[config.mk]
export PLATFORM = sky130hd
export DESIGN_NAME = sync_fifo_param_flat
export DESIGN_NICKNAME = d
export VERILOG_FILES = /design/src/rtl/fifo_pkg.sv /design/src/rtl/sync_fifo_param_if.sv /design/src/rtl/fifo_mem.sv /design/src/rtl/sync_fifo_param.sv /design/src/flat_wrapper.sv
export SDC_FILE = /design/constraint.sdc
export NUM_CORES = 1
export LEC_CHECK = 0
export ABC_AREA = 1
export CAP_MARGIN = 40
export CORE_MARGIN = 3
export CORE_UTILIZATION = 58
export DETAILED_ROUTE_END_ITERATION = 8
export HOLD_SLACK_MARGIN = 0.08
export PLACE_DENSITY = 0.78
export SYNTH_ARGS = -nofsm -noshare
export SYNTH_HDL_FRONTEND = slang
export SYNTH_HIERARCHICAL = 1
export SYNTH_SLANG_ARGS = --single-unit
[constraint.sdc]
create_clock -name clk_i -period 2.69 [get_ports clk_i]
set_input_delay 0.807 -clock clk_i [delete_from_list [all_inputs] [get_ports clk_i]]
set_output_delay 0.807 -clock clk_i [all_outputs]
set_load 0.05 [all_outputs]
[src/rtl/fifo_pkg.sv]
`default_nettype none
// +----------------------------------------------------------------------+
// | fifo_pkg : shared constants and types for sync_fifo_param            |
// | Read-mode constants, occupancy state encoding, address-width helper  |
// | Revision : 1.0                                                       |
// +----------------------------------------------------------------------+
package fifo_pkg;

    localparam int FIFO_STD  = 0;
    localparam int FIFO_FWFT = 1;

    typedef enum logic [1:0] {
        OCC_EMPTY   = 2'd0,
        OCC_PARTIAL = 2'd1,
        OCC_FULL    = 2'd2
    } occ_state_t;

    function automatic int fifo_addr_w(input int depth);
        return $clog2(depth);
    endfunction

endpackage
`default_nettype wire

[src/rtl/sync_fifo_param_if.sv]
`default_nettype none
// +----------------------------------------------------------------------+
// | sync_fifo_param_if : data/handshake/status bundle of the FIFO        |
// | Revision : 1.0                                                       |
// +----------------------------------------------------------------------+
interface sync_fifo_param_if #(
    parameter int WIDTH = 8,
    parameter int DEPTH = 8
);
    logic [WIDTH-1:0]         din_i;
    logic                     wr_en_i;
    logic                     rd_en_i;
    logic [WIDTH-1:0]         dout_o;
    logic                     full_o;
    logic                     empty_o;
    logic                     almost_full_o;
    logic                     almost_empty_o;
    logic [$clog2(DEPTH):0]   count_o;
    logic                     overflow_o;
    logic                     underflow_o;

    modport master (
        output din_i, wr_en_i, rd_en_i,
        input  dout_o, full_o, empty_o, almost_full_o, almost_empty_o,
        input  count_o, overflow_o, underflow_o
    );

    modport slave (
        input  din_i, wr_en_i, rd_en_i,
        output dout_o, full_o, empty_o, almost_full_o, almost_empty_o,
        output count_o, overflow_o, underflow_o
    );
endinterface
`default_nettype wire

[src/rtl/fifo_mem.sv]
`default_nettype none
// +----------------------------------------------------------------------+
// | fifo_mem : WIDTH x DEPTH storage, one sync write, one async read     |
// | Revision : 1.0                                                       |
// +----------------------------------------------------------------------+
module fifo_mem #(
    parameter int WIDTH  = 8,
    parameter int DEPTH  = 8,
    parameter int ADDR_W = 3
) (
    input  wire logic              clk,
    input  wire logic              i_wr_en,
    input  wire logic [ADDR_W-1:0] i_wr_addr,
    input  wire logic [WIDTH-1:0]  i_wr_data,
    input  wire logic [ADDR_W-1:0] i_rd_addr,
    output logic      [WIDTH-1:0]  o_rd_data
);
    logic [WIDTH-1:0] r_mem [DEPTH];

    // Storage is deliberately never reset; only the pointers define validity.
    always_ff @(posedge clk) begin
        if (i_wr_en) begin
            r_mem[i_wr_addr] <= i_wr_data;
        end
    end

    assign o_rd_data = r_mem[i_rd_addr];
endmodule
`default_nettype wire

[src/rtl/sync_fifo_param.sv]
`default_nettype none
// +----------------------------------------------------------------------+
// | sync_fifo_param : single-clock FIFO with count, programmable flags,  |
// | overflow/underflow pulses and standard or FWFT read                  |
// | Revision : 1.0                                                       |
// +----------------------------------------------------------------------+
module sync_fifo_param
    import fifo_pkg::*;
#(
    parameter int WIDTH    = 8,
    parameter int DEPTH    = 8,
    parameter int AF_LEVEL = 6,
    parameter int AE_LEVEL = 1,
    parameter int FWFT     = 0
) (
    input  wire logic         clk_i,
    input  wire logic         reset_i,
    sync_fifo_param_if.slave  bus
);
    localparam int ADDR_W = fifo_addr_w(DEPTH);
    localparam int CNT_W  = ADDR_W + 1;

    logic [ADDR_W:0]   r_wr_ptr;
    logic [ADDR_W:0]   r_rd_ptr;
    logic [ADDR_W:0]   w_wr_ptr_next;
    logic [ADDR_W:0]   w_rd_ptr_next;
    logic [CNT_W-1:0]  w_count;
    logic [CNT_W-1:0]  w_count_next;
    occ_state_t        r_state;
    occ_state_t        w_state_next;
    logic              w_wr_accept;
    logic              w_rd_accept;
    logic              r_full;
    logic              r_empty;
    logic              r_af;
    logic              r_ae;
    logic              r_ovf;
    logic              r_unf;
    logic [WIDTH-1:0]  w_mem_rdata;
    logic [WIDTH-1:0]  w_dout;

    // Extra pointer MSB makes the difference an exact 0..DEPTH occupancy.
    assign w_count = r_wr_ptr - r_rd_ptr;

    always_comb begin
        w_rd_accept   = bus.rd_en_i & (r_state != OCC_EMPTY);
        w_wr_accept   = bus.wr_en_i & ((r_state != OCC_FULL) | w_rd_accept);
        w_wr_ptr_next = r_wr_ptr + {{ADDR_W{1'b0}}, w_wr_accept};
        w_rd_ptr_next = r_rd_ptr + {{ADDR_W{1'b0}}, w_rd_accept};
        w_count_next  = w_wr_ptr_next - w_rd_ptr_next;
        w_state_next  = r_state;
        case (r_state)
            OCC_EMPTY: begin
                if (w_wr_accept) w_state_next = OCC_PARTIAL;
            end
            OCC_PARTIAL: begin
                if (w_wr_accept && !w_rd_accept && (w_count == CNT_W'(DEPTH - 1)))
                    w_state_next = OCC_FULL;
                else if (w_rd_accept && !w_wr_accept && (w_count == CNT_W'(1)))
                    w_state_next = OCC_EMPTY;
            end
            OCC_FULL: begin
                if (w_rd_accept && !w_wr_accept) w_state_next = OCC_PARTIAL;
            end
            default: w_state_next = OCC_EMPTY;
        endcase
    end

    always_ff @(posedge clk_i) begin
        if (reset_i) begin
            r_wr_ptr <= '0;
            r_rd_ptr <= '0;
            r_state  <= OCC_EMPTY;
            r_full   <= 1'b0;
            r_empty  <= 1'b1;
            r_af     <= 1'b0;
            r_ae     <= 1'b1;
            r_ovf    <= 1'b0;
            r_unf    <= 1'b0;
        end else begin
            r_wr_ptr <= w_wr_ptr_next;
            r_rd_ptr <= w_rd_ptr_next;
            r_state  <= w_state_next;
            r_full   <= (w_state_next == OCC_FULL);
            r_empty  <= (w_state_next == OCC_EMPTY);
            r_af     <= (w_count_next >= CNT_W'(AF_LEVEL));
            r_ae     <= (w_count_next <= CNT_W'(AE_LEVEL));
            r_ovf    <= bus.wr_en_i & (r_state == OCC_FULL) & ~w_rd_accept;
            r_unf    <= bus.rd_en_i & (r_state == OCC_EMPTY);
        end
    end

    fifo_mem #(
        .WIDTH  (WIDTH),
        .DEPTH  (DEPTH),
        .ADDR_W (ADDR_W)
    ) u_mem (
        .clk       (clk_i),
        .i_wr_en   (w_wr_accept),
        .i_wr_addr (r_wr_ptr[ADDR_W-1:0]),
        .i_wr_data (bus.din_i),
        .i_rd_addr (r_rd_ptr[ADDR_W-1:0]),
        .o_rd_data (w_mem_rdata)
    );

    generate
        if (FWFT == FIFO_FWFT) begin : g_fwft
            assign w_dout = w_mem_rdata;
        end else begin : g_std
            logic [WIDTH-1:0] r_dout;
            always_ff @(posedge clk_i) begin
                if (reset_i)          r_dout <= '0;
                else if (w_rd_accept) r_dout <= w_mem_rdata;
            end
            assign w_dout = r_dout;
        end
    endgenerate

    assign bus.dout_o         = w_dout;
    assign bus.full_o         = r_full;
    assign bus.empty_o        = r_empty;
    assign bus.almost_full_o  = r_af;
    assign bus.almost_empty_o = r_ae;
    assign bus.count_o        = w_count;
    assign bus.overflow_o     = r_ovf;
    assign bus.underflow_o    = r_unf;
endmodule
`default_nettype wire

[src/flat_wrapper.sv]
// flat-port wrapper written by rule: the top's interface ports become plain ports
module sync_fifo_param_flat import fifo_pkg::*;
#(
    parameter int WIDTH    = 8,
    parameter int DEPTH    = 8,
    parameter int AF_LEVEL = 6,
    parameter int AE_LEVEL = 1,
    parameter int FWFT     = 0
)
  (clk_i, reset_i, bus_din_i, bus_wr_en_i, bus_rd_en_i, bus_dout_o, bus_full_o, bus_empty_o, bus_almost_full_o, bus_almost_empty_o, bus_count_o, bus_overflow_o, bus_underflow_o);
  sync_fifo_param_if #(.WIDTH(WIDTH), .DEPTH(DEPTH)) bus_i ();
  input  wire logic clk_i;
  input  wire logic reset_i;
  input wire logic [$bits(bus_i.din_i)-1:0] bus_din_i;
  input wire logic [$bits(bus_i.wr_en_i)-1:0] bus_wr_en_i;
  input wire logic [$bits(bus_i.rd_en_i)-1:0] bus_rd_en_i;
  output wire logic [$bits(bus_i.dout_o)-1:0] bus_dout_o;
  output wire logic [$bits(bus_i.full_o)-1:0] bus_full_o;
  output wire logic [$bits(bus_i.empty_o)-1:0] bus_empty_o;
  output wire logic [$bits(bus_i.almost_full_o)-1:0] bus_almost_full_o;
  output wire logic [$bits(bus_i.almost_empty_o)-1:0] bus_almost_empty_o;
  output wire logic [$bits(bus_i.count_o)-1:0] bus_count_o;
  output wire logic [$bits(bus_i.overflow_o)-1:0] bus_overflow_o;
  output wire logic [$bits(bus_i.underflow_o)-1:0] bus_underflow_o;
  assign bus_i.din_i = bus_din_i;
  assign bus_i.wr_en_i = bus_wr_en_i;
  assign bus_i.rd_en_i = bus_rd_en_i;
  assign bus_dout_o = bus_i.dout_o;
  assign bus_full_o = bus_i.full_o;
  assign bus_empty_o = bus_i.empty_o;
  assign bus_almost_full_o = bus_i.almost_full_o;
  assign bus_almost_empty_o = bus_i.almost_empty_o;
  assign bus_count_o = bus_i.count_o;
  assign bus_overflow_o = bus_i.overflow_o;
  assign bus_underflow_o = bus_i.underflow_o;
  sync_fifo_param #(.WIDTH(WIDTH), .DEPTH(DEPTH), .AF_LEVEL(AF_LEVEL), .AE_LEVEL(AE_LEVEL), .FWFT(FWFT)) u_core (.clk_i(clk_i), .reset_i(reset_i), .bus(bus_i));
endmodule
Yosys cells after proc, flatten, opt, wreduce, memory -nomap -nowiden:

Memory sizes are Yosys's and may differ from the RTL's. A register that Yosys moved wholly into a read port is not among the register bits.
Cells that the tools add are included.

* flip-flop bits (word level): 16
* RAM bits: 64
* output and inout port bits: 18
* word-level logic and storage cells: 45
* memories: 1

Memories
* u_core.u_mem.r_mem: depth 8, width 8, read ports 1, clocked after memory_dff 1, wr ports 1, RTL line fifo_mem.sv:18 `logic [WIDTH-1:0] r_mem [DEPTH];`

* add/subtract/negate cells: 4
* magnitude comparators: 2
* eq/ne operators: 6
* muxes and demuxes: 7
* bitwise gates (word level): 7
* reductions and logical operators: 9

Operator list (count)
* 4-bit by 1-bit adder with 4-bit output: 2
* 2-bit two-way mux: 4
* 4-bit subtractor: 2
* 2-bit one-hot mux with 3 select lines: 1
* 1-bit AND: 5
* 2-bit equality test (second input constant): 2
* 4-bit by 1-bit equality test with 1-bit output (second input constant): 1
* 4-bit by 3-bit equality test with 1-bit output (second input constant): 1
* 4-bit by 3-bit greater-or-equal comparator with 1-bit output (second input constant): 1
* 4-bit by 1-bit <= comparator with 1-bit output (second input constant): 1
* 1-bit logical AND: 4
* 2-bit zero test: 2
* 2-bit by 1-bit equality test with 1-bit output (second input constant): 1
* 1-bit zero test: 2
* 1-bit two-way mux: 2
* 2-bit != test (second input constant): 1
* 2-bit nonzero test: 1
* 1-bit inverter: 1
* 1-bit OR: 1

Depth between registers and ports, before layout:

Gate-level depths: netlist of the first run.

* depth after elaboration: 11
* gate-level depth with buffers: 18

Hierarchy:

Netlist of the first run, hierarchy kept.

Modules (own cells, without submodules)
* fifo_mem: instances 1, cells each 295, area each 2890.3 µm², sequential area each 1921.8 µm²
* sync_fifo_param: instances 1, cells each 166, area each 1243.7 µm², sequential area each 480.5 µm²

Least setup slack after synthesis of the first run:

No wires, ideal clock.

* path type: input -> register
* start: in bus_rd_en_i
* end: reg u_core.r_af, in the netlist u_core/bus.almost_full_o
* arrival time: 2.435 ns
* required time: 2.580 ns
* path slack: 0.145 ns
* cell stages on the path: 16
* buffers on the path: 0
* cells stage by stage: o21ai_2 inv_1 ha_1 ha_1 inv_1 or2_2 nand2_1 ha_1 nand2_1 nand2_1 a31oi_1 inv_1 nand3_1 nand3_1 nand2_1 inv_1

* longest elaborated chain between the ends: 6
* elaborated cells on any way between the ends: 7
* those cells by class: 3 x add/sub; 1 x order compare; 3 x bitwise

RTL lines
* from (decl): RTL line flat_wrapper.sv:16 `input wire logic [$bits(bus_i.rd_en_i)-1:0] bus_rd_en_i;`
* 1-bit AND: RTL line sync_fifo_param.sv:46 `w_rd_accept = bus.rd_en_i & (r_state != OCC_EMPTY);`
* 1-bit OR: RTL line sync_fifo_param.sv:47 `w_wr_accept = bus.wr_en_i & ((r_state != OCC_FULL) | w_rd_accept);`
* 1-bit AND: RTL line sync_fifo_param.sv:47
* via u_core.w_wr_accept: RTL line sync_fifo_param.sv:31 `logic w_wr_accept;`
* 4-bit by 1-bit adder with 4-bit output: RTL line sync_fifo_param.sv:48 `w_wr_ptr_next = r_wr_ptr + {{ADDR_W{1'b0}}, w_wr_accept};`
* via u_core.w_wr_ptr_next[2]: RTL line sync_fifo_param.sv:25 `logic [ADDR_W:0] w_wr_ptr_next;`
* 4-bit subtractor: RTL line sync_fifo_param.sv:50 `w_count_next = w_wr_ptr_next - w_rd_ptr_next;`
* 4-bit by 3-bit greater-or-equal comparator with 1-bit output: RTL line sync_fifo_param.sv:86 `r_af <= (w_count_next >= CNT_W'(AF_LEVEL));`
* to (signal assigned): RTL line sync_fifo_param.sv:86
* to (decl): RTL line sync_fifo_param.sv:35 `logic r_af;`

The timed path passes the listed nets, and every way through them passes these cells.
A chain may end at the register's enable or synchronous reset.

Worst setup path in the final report of the first run:

* start: reg u_core.r_wr_ptr[2]
* end: out bus_count_o[3]

* longest elaborated chain between the ends: 1

RTL lines
* from (decl): RTL line sync_fifo_param.sv:23 `logic [ADDR_W:0] r_wr_ptr;`
* from (signal assigned): RTL line sync_fifo_param.sv:81 `r_wr_ptr <= w_wr_ptr_next;`
* 4-bit subtractor: RTL line sync_fifo_param.sv:43 `assign w_count = r_wr_ptr - r_rd_ptr;`
* to (decl): RTL line flat_wrapper.sv:22 `output wire logic [$bits(bus_i.count_o)-1:0] bus_count_o;`

Every way passes these cells.

==> results of run 1 <==
metal layers:
metal	global-route usage, %	routed length [um]
met2	38.02	4400
met1	27.58	3730
met4	9.184	173
met5	0	0
met3	4.583	303
stage by stage:
stage,instances,setup slack (ns)
2_1_floorplan,461,0.1450
3_3_place_gp,599,-0.4389
3_5_place_dp,599,-0.6184
4_1_cts,615,0.03032
5_1_grt,616,-0.0003186
6_report,616,0.1080
final timing paths:
path,endpoint,slack [ns],start,cells past startpoint
max,bus_count_o[3],0.11,u_core/r_wr_ptr[2],7
min,u_core/bus.dout_o[5],0.49,u_core/bus.dout_o[5],2
max reg2reg,u_core/bus.almost_full_o,0.18,u_core/r_state[0],18
min reg2reg,u_core/bus.dout_o[5],0.49,u_core/bus.dout_o[5],2
repair_timing:
item / 4_1_cts / 5_1_grt
gates cloned: 0 / 0
pin swaps: 0 / 2
gates resized for setup: 9 / 8
endpoints found under the setup margin: 3 / 3
setup buffers: 0 / 1
hold buffers: 0 / 0
area by class of cell:
| cell class | instances | area share (%) |
|---|---|---|
| clock buffer | 10 | 2.589 |
| clock inverter | 6 | 1.218 |
| inverter | 98 | 7.513 |
| multi-input combinational | 262 | 26.68 |
| sequential | 88 | 48.78 |
| tap | 96 | 2.437 |
| timing repair buffer | 56 | 10.79 |
report_power, final:
group | leakage (nW) | internal [mW] | total [mW] | switching [mW]
Sequential | 0.779 | 1.50 | 1.52 | 0.0188
Combinational | 1.37 | 0.177 | 0.480 | 0.303
Clock | 0.0953 | 0.425 | 0.866 | 0.441
cells in the mapped netlist, drive strengths merged:
cell / n / share of area, %
a21oi: 5 / 0.61
dfxtp: 24 / 12
or2: 1 / 0.15
nor4: 1 / 0.15
nand3: 47 / 5.9
nor2: 38 / 3.5
inv: 98 / 9.0
fa: 2 / 0.97
o22ai: 1 / 0.15
a31oi: 1 / 0.15
o21bai: 1 / 0.27
nand2: 140 / 13
buf: 11 / 2.4
ha: 10 / 3.0
xnor2: 1 / 0.21
xor2: 4 / 0.85
edfxtp: 64 / 46
clkbuf: 2 / 0.18
o21ai: 10 / 1.6
critical path: cells and delay by family (launching register included):
kind	cells	cell delay, ns
DFF	1	0.37
AOI/OAI and AO/OA	1	0.21
buffers and inverters	2	0.24
adders and majority gates	1	0.37
and+or+nand+nor	3	0.24
kinds of logic (layout without fill, tap and decap cells):
kind of cell	after synthesis	count (layout)	share of synthesized area [%]
compound gates	18	18	2.754
fa+ha+maj	12	12	3.995
xor+xnor	5	5	1.059
flops	88	88	58.11
simple gates	227	227	22.52
buf+inv	111	170	11.56
flip-flops by register name, summed over array words and instances (netlist names):
signal                     flops
u_core/bus.almost_full_o       1
u_core/u_mem/r_mem            64
u_core/bus.dout_o              8
u_core/bus.empty_o             1
u_core/bus.full_o              1
u_core/bus.overflow_o          1
u_core/r_wr_ptr                4
u_core/bus.underflow_o         1
u_core/bus.almost_empty_o      1
u_core/r_state                 2
u_core/r_rd_ptr                4
==> metrics.md, run 1 <==
| Metric | Value |
|---|---|
| FF/Latch Area | about 2400 sq um |
| Setup CP Type | reg2out |
| DRC viols | 0 |
| Initial cell density of the core | 60.18% |
| Lkg Pwr | 2.247 nW |
| Share of layout cells above drive strength 1 | between 10% and 20% |
| Placeable core region | just under 7000 sq um |
| Util after Layout | ~72% |
| Die footprint | between 8000 and 9000 sq um |
| Maximum vdd drop | roughly 400 uV |
| Vias in the first global route | slightly above 3,000 |
| Post-synthesis sequential area ratio | about three fifths |
| Avg Synthesized Cell Area | about 9 sq um |
| Fin Setup TNS | 0 ns |
| Slowest cell on the critical path | dfxtp_2 |
| Max Cap Viol | 0 |
| CP Max Fanout | 7 |
| Die H | about 90 um |
| CTS Buffer Depth | 2 |
| DR iter-0 viols | around 190 |
| Flops & latches, synth | between 80 and 90 |
| Mapped Nets | roughly 490 |
| Status | complete, no violations |
| Antenna cell count | 0 |
| Post-DRT Antenna Nets | 0 |
| Most frequent cells in the layout | nand2_1, inv_1, edfxtp_1, nand3_1, nor2_1 |
| Port buffer count | 29 |
| Count of warnings emitted by yosys | 6 |
| Final global-route overflow total | 0 |
| Hold Worst Slack | around 0.5 ns |
| GPL Wtd Cong | about 0.8 |
| Io pins | 30 |
| CTS root buf | clkbuf_8 |
| Fmax | 0.3873 GHz |
| CP Launch Type | flip-flop |
| Max-slew violation count | 0 |
| Pin count of the biggest net entering global routing | 34 |
| Cells after Synth | ~460 |
| Row cnt | 30 |
| Clk_lat worst skew | approximately 0.34 ns |
| Clock transition at path regs | 0.09 ns |
| Worst Skew | about 0.011 ns |
| 1st-pass router iterations | 4 |
| Die Wd | approximately 90 um |
| Clock Sinks | 88 |
| CTS Buf Count | 9 |
| Period Utilization, post-route | 95.98% |
| Hold Crit Class | reg2reg |
| Cell mode on critical path | nand2_1 |
| CP arrival | between 1.5 and 2 ns |
| Vias/cell | about 5 |
| Routed via count | between 3,000 and 4,000 |
| Pwr dens | about 580 nW/um^2 |
| Most common cell after layout, fill and taps aside | nand2_1 |
| DP Area | about 4700 sq um |
| Wire per inst | about 14 um |
| First-pass GRT wire length | roughly 14,000 um |
| Total power | about 2.9 mW |
| Library cells used by synthesis | 28 |
| Final HPWL DP | 5951 um |
| Crit. End Element | output port |
| Synth Cell Area | 4134 sq um |
| Min cycle time layout | 2.582 ns |
| NumNets Final | around 540 |
| H-tree Lvls | 3 |
| Final setup violation count | 0 |
| Design Area, Final | between 4000 and 5000 sq um |
| Initial antenna violation count | 0 |
| WL final | 8608 um |
| Max incr delay on CP | roughly 0.37 ns |
| CTS tree | yes |
| Multi-input logic area | about 1300 sq um |
| Final hold violations | 0 |
| Cell breakdown of the critical path | ha_1, a21oi_2, nand2_1, nand2_1, nand2_1, inv_1, buf_12 |
| All-Layer GR Usage | approximately 22% |
| Area delta synth->final | 19.25% |
| Fillers | slightly below 500 |
| Worst EP required | 1.88 ns |
| Worst slew margin | 64.99% |
| Worst-Margin Slew | ~0.52 ns |
No activity file was read; power rests on OpenSTA's default activity.
==> inputs of run 2 (changes only) <==
--- a/config.mk
+++ b/config.mk
@@ -8,10 +8,10 @@
 export ABC_AREA = 1
 export CAP_MARGIN = 40
 export CORE_MARGIN = 3
-export CORE_UTILIZATION = 58
+export CORE_UTILIZATION = 35
 export DETAILED_ROUTE_END_ITERATION = 8
 export HOLD_SLACK_MARGIN = 0.08
-export PLACE_DENSITY = 0.78
+export PLACE_DENSITY = 0.51
 export SYNTH_ARGS = -nofsm -noshare
 export SYNTH_HDL_FRONTEND = slang
 export SYNTH_HIERARCHICAL = 1
==> metrics.md, run 2 (same netlist as run 1, synthesis figures left out) <==
| Metric | Value |
|---|---|
| Most frequent cells in the layout | nand2_1, inv_1, edfxtp_1, nand3_1, nor2_1 (unchanged) |
| CP Max Fanout | 3 (was 7) |
| Setup CP Type | reg2out (unchanged) |
| Wire per inst | 14.17 um (was 13.97 um) |
| Sw Share | 25.88% (was 26.62%) |
| Worst EP required | 1.88 ns (about the same) |
| Lkg Pwr | 2.268 nW (was 2.247 nW) |
| Max Cap Viol | 0 (unchanged) |
| Period Utilization, post-route | 94.22% (was 95.98%) |
| FF-to-FF End | u_core/bus.almost_full_o (unchanged) |
| CP arrival | 1.73 ns (was 1.77 ns) |
| Pwr dens | 640.4 nW/um^2 (was 581.1 nW/um^2) |
| Min cycle time layout | 2.535 ns (was 2.582 ns) |
| Non-filler cells, final | 658 (was 616) |
| Placeable core region | 11,470 sq um (was 6869 sq um) |
| Clock transition at path regs | 0.06 ns (was 0.09 ns) |
| Logic pwr share | 14.5% (was 16.8%) |
| Max-slew violation count | 0 (unchanged) |
| CP Launch Type | flip-flop (unchanged) |
| Routed via count | 2,967 (was 3,040) |
| CTS Buf Count | 9 (unchanged) |
| CTS root buf | clkbuf_16 (was clkbuf_8) |
| Die H | 114.7 um (was 90.43 um) |
| Endpoint, Worst Hold | u_core/bus.dout_o[0] (was u_core/bus.dout_o[5]) |
| Hold_sp | u_core/bus.dout_o[0] (was u_core/bus.dout_o[5]) |
| Maximum vdd drop | 258.1 uV (was 389.9 uV) |
| Part of the power in registers | 47.0% (was 53.0%) |
| Final setup violation count | 0 (unchanged) |
| Vias/cell | 4.509 (was 4.935) |
| Initial cell density of the core | 36.05% (was 60.18%) |
| H-tree Lvls | 3 (unchanged) |
| Antenna cell count | 0 (unchanged) |
| Row cnt | 39 (was 30) |
| Most common cell after layout, fill and taps aside | nand2_1 (unchanged) |
| Final worst-path setup slack | 0.1554 ns (was 0.1080 ns) |
| Initial antenna violation count | 0 (unchanged) |
| Worst-Margin Slew | 0.5406 ns (was 0.5236 ns) |
| Worst slew margin | 63.85% (was 64.99%) |
| Worst R2R Path Depth | 18 (unchanged) |
| Worst Skew | 0.004362 ns (was 0.01109 ns) |
| NumNets Final | 534 (was 539) |
| Internal Power | 2.398 mW (was 2.102 mW) |
| Die Wd | 114.7 um (was 90.43 um) |
| Max FFs per register | 64 (unchanged) |
| Post-CTS Hold Fix Bufs | 0 (unchanged) |
| Hold Crit Class | reg2reg (unchanged) |
| Port buffer count | 29 (unchanged) |
| Fmax | 0.3945 GHz (was 0.3873 GHz) |
| All-Layer GR Usage | 15.32% (was 22.24%) |
| Switching pwr | 837.4 uW (was 762.6 uW) |
| GPL Wtd Cong | 0.9055 (was 0.8085) |
| DP Cell Count | 641 (was 599) |
| Clk_lat worst skew | 0.34 ns (about the same) |
| R2r setup slk | 0.23 ns (was 0.18 ns) |
| Register with the most flip-flops | u_core/u_mem/r_mem (unchanged) |
| Hold Path Stages | 2 (unchanged) |
| Final global-route overflow total | 0 (unchanged) |
| Area delta synth->final | 22.22% (was 19.25%) |
| WL final | 9325 um (was 8608 um) |
| Clock power frac | 38.4% (was 30.2%) |
| Crit. End Element | output port (unchanged) |
| 1st-pass router iterations | 5 (was 4) |
| CTS tree | yes (unchanged) |
| CTS Buffer Depth | 2 (unchanged) |
| FF-to-FF Start | u_core/r_state[0] (unchanged) |
| Die footprint | 13,150 sq um (was 8177 sq um) |
| Final hold violations | 0 (unchanged) |
| RSZ-0062 raised after global routing | no |
| Setup WS pre-CTS | -0.5246 ns (was -0.6184 ns) |
| Pin count of the biggest net entering global routing | 34 (unchanged) |
| Final HPWL DP | 6172 um (was 5951 um) |
| DR iter-0 viols | 159 (was 186) |
| DRC viols | 0 (unchanged) |
| Clock Sinks | 88 (unchanged) |
| Post-DRT Antenna Nets | 0 (unchanged) |
| First-pass GRT wire length | 15,100 um (was 14,210 um) |
| Vias in the first global route | 2,877 (was 3,047) |
| Io pins | 30 (unchanged) |
| Status | complete, no violations (unchanged) |
| Share of layout cells above drive strength 1 | 12.82% (was 13.08%) |
-- run 2: cell count changes in the layout (fill, tap and decap cells not counted), sizes merged --
cell,change
inv,+1
buf,-5
dlygate4sd2,+1
clkdlybuf4s15,-1
clkinv,-2
clkinvlp,+1
-- run 2: routing by layer --
layer | wire [um] | global-route usage (%) | up-vias
met5 | 0 | 0 | -
met3 | 337 | 2.854 | 20
met2 | 4114 | 22.62 | 65
met1 | 4636 | 21.78 | 1350
li1 | - | - | 1532
met4 | 236 | 6.968 | 0
-- run 2: through the flow --
step           utilization [%]  setup TNS (ns)  power, mW  instance area, sq um  hold WS (ns)
3_3_place_gp             40.93         -0.7750      2.015                  4693        0.4735
2_1_floorplan                -               0      1.847                  4134        0.5270
6_report                 44.06               0      3.236                  5052        0.4872
3_5_place_dp             40.93         -0.9681      2.020                  4693        0.4797
4_1_cts                  43.79               0      3.273                  5021        0.4946
5_1_grt                  44.06               0      3.389                  5052        0.5141
-- run 2: what timing repair did --
| item | in CTS | in global routing |
|---|---|---|
| hold endpoints to repair | 0 | 0 |
| setup buffers | 0 | 1 |
| pin swaps | 1 | 4 |
| cloned | 0 | 0 |
| endpoints found under the setup margin | 3 | 2 |
| resized for setup | 8 | 7 |
-- run 2: how the worst max path moves through the flow --
stage / depth (start not counted) / startpoint / slack, ns / endpoint
floorplan: 16 / bus_rd_en_i / 0.14 / u_core/bus.almost_full_o
global placement: 17 / bus_rd_en_i / -0.43 / u_core/bus.almost_full_o
detailed placement: 17 / bus_rd_en_i / -0.52 / u_core/bus.almost_full_o
CTS: 7 / u_core/r_wr_ptr[2] / 0.03 / bus_count_o[3]
global route: 17 / bus_rd_en_i / 0.02 / u_core/bus.almost_full_o
finish: 7 / u_core/r_rd_ptr[0] / 0.16 / bus_count_o[2]
-- run 2: power by group through the flow --
stage | clock network (mW) | logic [mW] | registers (mW)
floorplan | 0 | 0.241 | 1.61
global placement | 0 | 0.464 | 1.55
finish | 1.24 | 0.470 | 1.52
CTS | 1.28 | 0.473 | 1.52
global route | 1.34 | 0.522 | 1.53
detailed placement | 0 | 0.469 | 1.55
-- run 2: worst max-delay path, cell delays in order, from the launching register on --
cell and delay, ns:
dfxtp_1 0.39, ha_1 0.16, inv_1 0.06, fa_1 0.38, inv_1 0.06, nand2_1 0.06
nand2_1 0.12, buf_12 0.15
-- run 2: final cells by class --
cell class | count | area (sq um)
Tap cell | 143 | 178.9
Multi-Input combinational cell | 262 | 1306
Clock inverter | 6 | 68.82
Clock buffer | 10 | 229.0
Inverter | 98 | 370.4
Sequential cell | 88 | 2406
Timing Repair Buffer | 51 | 493.0
Fill cell | 1109 | 6415
